<file path="src/rtl/valu_pkg.sv">
// Shared opcode constants, FSM encoding and opcode legality for vec_alu_engine.
// VALU_EXT_OPS_EN widens the legal opcode set to include SRA, SLTU and MUL.
package valu_pkg;

    typedef enum logic [1:0] {StIdle, StRun, StDrain, StDone} state_e;

    localparam int unsigned OpAdd  = 0;
    localparam int unsigned OpSub  = 1;
    localparam int unsigned OpAnd  = 2;
    localparam int unsigned OpOr   = 3;
    localparam int unsigned OpSll  = 4;
    localparam int unsigned OpSrl  = 5;
    localparam int unsigned OpSlt  = 6;
    localparam int unsigned OpXor  = 7;
    localparam int unsigned OpSra  = 8;
    localparam int unsigned OpSltu = 9;
    localparam int unsigned OpMul  = 10;

    function automatic logic op_legal(input logic [31:0] op);
`ifdef VALU_EXT_OPS_EN
        return op <= 32'(OpMul);
`else
        return op <= 32'(OpXor);
`endif
    endfunction

endpackage

</file>
<file path="src/rtl/valu_lane.sv">
// Combinational single-lane ALU; illegal opcodes yield a zero result.
// Extra opcodes are compiled in when VALU_EXT_OPS_EN is defined.
module valu_lane
    import valu_pkg::*;
#(
    parameter int unsigned DATA_WIDTH = 32,
    parameter int unsigned OP_WIDTH   = 4
) (
    input  logic [DATA_WIDTH-1:0] a,
    input  logic [DATA_WIDTH-1:0] b,
    input  logic [OP_WIDTH-1:0]   op,
    output logic [DATA_WIDTH-1:0] result,
    output logic                  illegal
);

    localparam int unsigned ShW = $clog2(DATA_WIDTH);

    logic [ShW-1:0] shamt;
    logic [31:0]    op_ext;

    assign shamt  = b[ShW-1:0];
    assign op_ext = 32'(op);

    always_comb begin
        result  = '0;
        illegal = !op_legal(op_ext);
        case (op_ext)
            OpAdd:  result = a + b;
            OpSub:  result = a - b;
            OpAnd:  result = a & b;
            OpOr:   result = a | b;
            OpSll:  result = a << shamt;
            OpSrl:  result = a >> shamt;
            OpSlt:  result = DATA_WIDTH'($signed(a) < $signed(b));
            OpXor:  result = a ^ b;
`ifdef VALU_EXT_OPS_EN
            OpSra:  result = DATA_WIDTH'($signed(a) >>> shamt);
            OpSltu: result = DATA_WIDTH'(a < b);
            OpMul:  result = a * b;
`endif
            default: result = '0;
        endcase
    end

endmodule

</file>
<file path="src/rtl/vec_alu_engine.sv">
// Streams operand groups through LANES parallel ALUs into the result memory,
// one group per cycle, two-stage pipeline with global hold. Optional: VALU_EXT_OPS_EN.
module vec_alu_engine
    import valu_pkg::*;
#(
    parameter int unsigned DATA_WIDTH = 32,
    parameter int unsigned ADDR_WIDTH = 10,
    parameter int unsigned LANES      = 1,
    parameter int unsigned OP_WIDTH   = 4
) (
    input  logic                        CLK,
    input  logic                        RST,
    input  logic                        start_i,
    input  logic [ADDR_WIDTH-1:0]       base_addr_i,
    input  logic [ADDR_WIDTH:0]         len_i,
    input  logic                        hold_i,
    output logic                        busy_o,
    output logic                        done_o,
    output logic                        err_o,
    output logic                        rd_en_o,
    output logic [ADDR_WIDTH-1:0]       rd_addr_o,
    input  logic [LANES*DATA_WIDTH-1:0] a_rdata_i,
    input  logic [LANES*DATA_WIDTH-1:0] b_rdata_i,
    input  logic [LANES*OP_WIDTH-1:0]   op_rdata_i,
    output logic                        wr_en_o,
    output logic [ADDR_WIDTH-1:0]       wr_addr_o,
    output logic [LANES*DATA_WIDTH-1:0] wr_data_o
);

    localparam int unsigned GroupW = LANES * DATA_WIDTH;
    localparam int unsigned LenW   = ADDR_WIDTH + 1;

    state_e                state_q, state_d;
    logic [ADDR_WIDTH-1:0] addr_q, addr_d;
    logic [LenW-1:0]       rem_q, rem_d;
    logic                  v1_q, v1_d;
    logic [ADDR_WIDTH-1:0] addr1_q, addr1_d;
    logic                  v2_q, v2_d;
    logic [ADDR_WIDTH-1:0] waddr_q, waddr_d;
    logic [GroupW-1:0]     res_q, res_d;
    logic                  ill_q, ill_d;
    logic                  err_q, err_d;

    logic [GroupW-1:0]     lane_res;
    logic [LANES-1:0]      lane_ill;
    logic                  issue;

    for (genvar k = 0; k < LANES; k++) begin : g_lane
        valu_lane #(
            .DATA_WIDTH (DATA_WIDTH),
            .OP_WIDTH   (OP_WIDTH)
        ) u_lane (
            .a       (a_rdata_i[k*DATA_WIDTH +: DATA_WIDTH]),
            .b       (b_rdata_i[k*DATA_WIDTH +: DATA_WIDTH]),
            .op      (op_rdata_i[k*OP_WIDTH +: OP_WIDTH]),
            .result  (lane_res[k*DATA_WIDTH +: DATA_WIDTH]),
            .illegal (lane_ill[k])
        );
    end

    assign issue     = (state_q == StRun) && !hold_i;
    assign rd_en_o   = issue;
    assign rd_addr_o = addr_q;
    assign wr_en_o   = v2_q && !hold_i;
    assign wr_addr_o = waddr_q;
    assign wr_data_o = res_q;
    assign busy_o    = (state_q == StRun) || (state_q == StDrain);
    assign done_o    = (state_q == StDone);
    assign err_o     = err_q;

    always_comb begin
        state_d = state_q;
        addr_d  = addr_q;
        rem_d   = rem_q;
        v1_d    = v1_q;
        addr1_d = addr1_q;
        v2_d    = v2_q;
        waddr_d = waddr_q;
        res_d   = res_q;
        ill_d   = ill_q;
        err_d   = err_q;

        if (wr_en_o && ill_q) begin
            err_d = 1'b1;
        end

        unique case (state_q)
            StIdle: begin
                if (start_i) begin
                    addr_d  = base_addr_i;
                    rem_d   = len_i;
                    err_d   = 1'b0;
                    state_d = (len_i == '0) ? StDone : StRun;
                end
            end
            StRun: begin
                if (!hold_i) begin
                    addr_d = addr_q + ADDR_WIDTH'(1);
                    rem_d  = rem_q - LenW'(1);
                    if (rem_q == LenW'(1)) begin
                        state_d = StDrain;
                    end
                end
            end
            StDrain: begin
                // With v1 empty and no hold, the final write retires this cycle.
                if (!hold_i && !v1_q) begin
                    state_d = StDone;
                end
            end
            StDone:  state_d = StIdle;
            default: state_d = StIdle;
        endcase

        if (!hold_i) begin
            v1_d    = issue;
            addr1_d = addr_q;
            v2_d    = v1_q;
            if (v1_q) begin
                res_d   = lane_res;
                ill_d   = |lane_ill;
                waddr_d = addr1_q;
            end
        end
    end

    always_ff @(posedge CLK or negedge RST) begin
        if (!RST) begin
            state_q <= StIdle;
            addr_q  <= '0;
            rem_q   <= '0;
            v1_q    <= 1'b0;
            addr1_q <= '0;
            v2_q    <= 1'b0;
            waddr_q <= '0;
            res_q   <= '0;
            ill_q   <= 1'b0;
            err_q   <= 1'b0;
        end else begin
            state_q <= state_d;
            addr_q  <= addr_d;
            rem_q   <= rem_d;
            v1_q    <= v1_d;
            addr1_q <= addr1_d;
            v2_q    <= v2_d;
            waddr_q <= waddr_d;
            res_q   <= res_d;
            ill_q   <= ill_d;
            err_q   <= err_d;
        end
    end

endmodule
</file>
<file path="config.mk">
export PLATFORM = sky130hd
export DESIGN_NAME = vec_alu_engine
export DESIGN_NICKNAME = d
export VERILOG_FILES = /design/src/rtl/valu_pkg.sv /design/src/rtl/valu_lane.sv /design/src/rtl/vec_alu_engine.sv
export SDC_FILE = /design/constraint.sdc
export NUM_CORES = 1
export LEC_CHECK = 0
export CAP_MARGIN = 25
export CORE_MARGIN = 2
export CORE_UTILIZATION = 37
export CTS_CLUSTER_SIZE = 28
export DETAILED_ROUTE_END_ITERATION = 10
export HOLD_SLACK_MARGIN = 0.05
export SETUP_SLACK_MARGIN = 0.4
export SLEW_MARGIN = 40
export SYNTH_ARGS = -nofsm -noshare
export SYNTH_HDL_FRONTEND = slang
export SYNTH_SLANG_ARGS = --single-unit
</file>
<file path="constraint.sdc">
create_clock -name CLK -period 3.9 [get_ports CLK]
set_clock_uncertainty 0.15 [all_clocks]
set_input_delay 1.17 -clock CLK [delete_from_list [all_inputs] [get_ports CLK]]
set_output_delay 1.17 -clock CLK [all_outputs]
set_load 0.03 [all_outputs]
</file>
[Word-level counts from Yosys, hierarchy flattened]
Cells that the tools add are included.
Operators by class
  $add $sub $neg: 4
  order comparisons: 2
  eq/ne operators: 15
  shifts and indexed selects: 2
  mux-type cells: 16
  bitwise operators: 4
  reductions and logical operators: 15
Operator list (number)
  case mux 32 bit (8 select lines): 1
  adder 32 bit: 1
  bitwise AND 32 bit: 1
  zero test 32 bit: 1
  less-than comparator 32 bit: 1
  OR 32 bit: 1
  << shifter 32 x 5 -> 32 bit: 1
  right shift 32 x 5 -> 32 bit: 1
  subtractor 32 bit: 1
  XOR 32 bit: 1
  two-way mux 11 bit: 2
  case mux 11 bit (2 select lines): 1
  two-way mux 10 bit: 2
  case mux 10 bit (2 select lines): 1
  equality test 4 x 3 -> 1 bit (second input constant): 4
  equality test 11 x 1 -> 1 bit (second input constant): 1
  zero test 11 bit: 1
  subtractor 11 x 1 -> 11 bit (second input constant): 1
  adder 10 x 1 -> 10 bit (second input constant): 1
  two-way mux 2 bit: 5
  equality test 4 x 2 -> 1 bit (second input constant): 2
  case mux 2 bit (4 select lines): 1
  equality test 2 bit (second input constant): 2
  equality test 4 x 1 -> 1 bit (second input constant): 1
  14 further kinds: 23
Word-level totals
  register bits: 79
  output and inout bits: 57

[Depth between registers and ports, before layout]
Gate-level depths: netlist of run 1.
  word-level depth: 6
  depth in mapped cells: 14
  depth with buffers taken out: 12

[Hierarchy]
From an unflattened synthesis of run 1, not the netlist that was laid out.
Unflattened totals
  cell total of the unflattened synthesis: 1522
  area total of the unflattened synthesis: 11931.4 sq um
Modules (own cells, without submodules)
  valu_lane: instances 1, cells an instance 1217, area an instance 8287.9 sq um, seq. area each 0.0 sq um
  vec_alu_engine: instances 1, cells an instance 305, area an instance 3643.5 sq um, seq. area each 1976.9 sq um

[Worst setup path after synthesis of run 1]
No wires, ideal clock.
  kind: input to register
  start point: input port b_rdata_i[3]
  end point: register res_q[26] (netlist: wr_data_o[26])
  library setup time: 0.136 ns
  data arrival time: 3.989 ns
  data required time: 3.614 ns
  path slack: -0.375 ns
  stages on the path: 14
  cell sequence: clkbuf_1 inv_1 clkbuf_1 clkbuf_1 ha_1 nand2b_1 o2111ai_2 a211oi_2 o31a_1 o21ai_1 o311a_1 or3_1 nand3_1 a31oi_1
Between the ends
  cells in the longest elaborated chain, start to end: 2
Ends and longest elaborated chain
  from (decl): RTL line vec_alu_engine.sv:23  | input logic [LANES*DATA_WIDTH-1:0] b_rdata_i,
  subtractor 32 bit, or another cell as far along: RTL line valu_lane.sv:29  | OpSub: result = a - b;
  case mux 32 bit (8 select lines) *: RTL line valu_lane.sv:27  | case (op_ext)
  to (signal assigned): RTL line vec_alu_engine.sv:147  | res_q <= res_d;
  to (decl): RTL line vec_alu_engine.sv:40  | logic [GroupW-1:0] res_q, res_d;
Mark *: on every way between the ends. The rest lies on a longest branch, timed or not.
A chain may end at the register's enable or synchronous reset.

[Worst setup path after layout of run 1]
  start point: input port a_rdata_i[0]
  end point: register res_q[26] (netlist: wr_data_o[26])
Between the ends
  cells in the longest elaborated chain, start to end: 2
Ends and longest elaborated chain
  from (decl): RTL line vec_alu_engine.sv:22  | input logic [LANES*DATA_WIDTH-1:0] a_rdata_i,
  subtractor 32 bit, or another cell as far along: RTL line valu_lane.sv:29
  case mux 32 bit (8 select lines) *: RTL line valu_lane.sv:27
Marked as above.

==> results of run 1 <==
[power by group]
part	switching, mW	total, mW	leakage (nW)	internal (mW)
logic	2.73	4.78	7.27	2.05
registers	0.371	1.59	0.959	1.22
clock network	0.367	0.995	0.160	0.628
total	3.47	7.37	8.39	3.90
[per-stage QoR]
| step | power (mW) | hold slack [ns] |
|---|---|---|
| floorplan | 3.90 | 0.283 |
| global placement | 5.84 | 0.291 |
| detailed placement | 5.89 | 0.297 |
| CTS | 7.13 | 0.312 |
| global route | 7.78 | 0.338 |
| finish | 7.37 | 0.309 |
[Yosys cell counts (all sizes together), types with 27 or more instances]
library cell / instances / area (µm²)
a21oi: 188 / 960
buf: 50 / 285
clkbuf: 65 / 244
dfrtp: 79 / 1980
ha: 119 / 1490
inv: 108 / 405
mux2: 27 / 312
mux2i: 57 / 571
mux4: 29 / 653
nand2: 158 / 593
nand3: 35 / 180
nor2: 162 / 608
nor3: 28 / 140
o211ai: 29 / 223
o21ai: 131 / 659
[kinds of logic (layout without fill, tap and decap cells)]
kind of cell | count (synthesis) | in the layout
XOR/XNOR | 20 | 20
other | 0 | 1
buffers and inverters | 224 | 746
AND/OR/NAND/NOR | 480 | 480
AO/OA/AOI/OAI | 572 | 572
flip-flops | 79 | 79
multiplexers | 113 | 113
adder cells (fa/ha/maj) | 121 | 121
[worst max-delay path, cell delays in order]
cell and delay, ns:
buf_8 0.08, inv_4 0.03, ha_4 0.15, fa_2 0.37, o21bai_4 0.16, o2111ai_4 0.15
a211oi_2 0.21, buf_4 0.17, o31a_1 0.22, o21ai_4 0.10, buf_6 0.12, o311a_1 0.34
or3_1 0.35, nand3_1 0.09, a31oi_1 0.09
[cell type report]
class | instances | area, µm² | area share
Tap cell | 442 | 553 | 0.0288
Multi-Input combinational cell | 1306 | 10500 | 0.547
Inverter | 109 | 463 | 0.0241
Antenna cell | 1 | 2.50 | 0.000130
Clock inverter | 5 | 106 | 0.00553
Sequential cell | 79 | 1980 | 0.103
Clock buffer | 11 | 233 | 0.0121
Timing Repair Buffer | 621 | 5370 | 0.279
[state kept, by name (all words and copies together) (netlist names)]
name / flops
v2_q: 1
wr_addr_o: 10
v1_q: 1
err_o: 1
ill_q: 1
wr_data_o: 32
rd_addr_o: 10
addr1_q: 10
rem_q: 11
state_q: 2
[metal layers]
metal	wire length (µm)	vias to the layer above	track usage	part of all wire
li1	-	6934	-	-
met1	27100	7321	0.495	0.43
met2	27500	788	0.571	0.44
met3	5350	151	0.0518	0.085
met4	2860	4	0.133	0.045
met5	23	-	0	0.00037
[timing repair]
action | in CTS | in global routing
setup endpoints to repair | 29 | 31
gates cloned | 0 | 3
resized for setup | 306 | 173
pin swaps | 93 | 87
setup buffers | 53 | 31
[worst paths after layout]
path / from / endpoint / slack [ns] / cells past startpoint
max reg2reg: rem_q[5] / state_q[0] / 1.30 / 7
min reg2reg: addr1_q[3] / wr_addr_o[3] / 0.31 / 2
min: addr1_q[3] / wr_addr_o[3] / 0.31 / 2
max in group asynchronous: RST / rem_q[5] / 2.55 / 2
min in group asynchronous: RST / wr_data_o[7] / 0.69 / 2
max: a_rdata_i[0] / wr_data_o[26] / 0.17 / 15
==> reports/metrics.yaml, run 1 <==
wl_per_cell_um: 24.4
postCtsHoldBufs: 0
ios: 150
crit_type: "primary input to flip-flop"
cts_tree: "built"
setup_viol: 0
antenna_left: 0
power.density_mw_per_mm2: 383
initial_core_util: 0.374
final-hold-violation-count: 0
drive_gt1_frac: 0.391
final_cell_area_mm2: 0.0192
synth_top_family_by_area: "compound AO/OA/AOI/OAI gates"
grt_pass1_wl_um: 91500
synthAdderAreaFrac: 0.127
fin_util: 0.595
gp_routability_congestion: 1.03
drc_errors: 0
synth_area_mm2: 0.0121
crit_arrival_ns: 3.81
netlist_instances: 1609
critPathLaunchType: "primary input"
dp.cells: 2470
status: "finished clean"
async_reset_ff_frac: 1.00
synth_edf_count: 0
vias_per_cell: 5.90
track_usage: 0.360
mostFrequentLayoutCell: "buf_4"
dp_hpwl_um: 48900
power.leakage_nw: 8.39
placed_area_mm2: 0.0167
fmax_ghz: 0.268
timing.final.crit_share: 0.955
final_cell_mix: "416 x buf_4, 159 x a21oi_1, 152 x nand2_1, 151 x nor2_1, 102 x o21ai_0"
finish.net_count: 2340
die_w_um: 185
stdcell_count: 2574
pre_cts_slack_ns: -0.820
clockBufferDepth: 2
worst_hold_path_type: "flip-flop to flip-flop"
die_h_um: 185
rsz0062_at_grt: "yes"
synth-compound-area-share: 0.309
synth-main-ff-cell: "dfrtp_1"
wirelength_um: 62900
cp_data_required_time_ns: 3.98
avgSynthCellArea_um2: 7.50
tightest_slew_ns: 0.793
numCtsBuffers: 9
core-area_mm2: 0.0323
htreeDepth: 3
grt_pass1_vias: 14600
die_area_mm2: 0.0341
firstDrtPassIters: 6
ir_drop_mv: 0.295
min_period_ns: 3.73
fin_setup_tns_ns: 0
drv_cap: 0
synth_mux_area_frac: 0.127
num_vias: 15200
slew_headroom: 0.471
antenna_found_initial: 3
ys_seq_area_frac: 0.164
drv_slew: 0
fill_cells: 2954
synth-simple-area-share: 0.181
synth_xor_area_frac: 0.0145
path_max_fanout: 3
clock_latency_ns: 0.35
clkTransAtPathRegs_ns: 0.07
ys_types: 93
synth_warnings: 0
worstSetupEndpointType: "flip-flop"
synthesis.nets: 1823
clockRootBuffer: "clkbuf_16"
grt_max_degree: 80
io_buffer_count: 149
ys_seq_elements: 79
drt_iter0_markers: 1565
area_delta_synth_final_pct: 59.2
num_rows: 66
clkSinkCount: 79
overflow: 0
setup_ws_ns: 0.174
(Power assumes the default switching activity.)
==> inputs of run 2 (changes only) <==
--- a/config.mk
+++ b/config.mk
@@ -5,7 +5,6 @@
 export SDC_FILE = /design/constraint.sdc
 export NUM_CORES = 1
 export LEC_CHECK = 0
-export CAP_MARGIN = 25
 export CORE_MARGIN = 2
 export CORE_UTILIZATION = 37
 export CTS_CLUSTER_SIZE = 28
==> results of run 2 <==
Same layout as run 1: the final DEF is identical, and so are final timing and power.
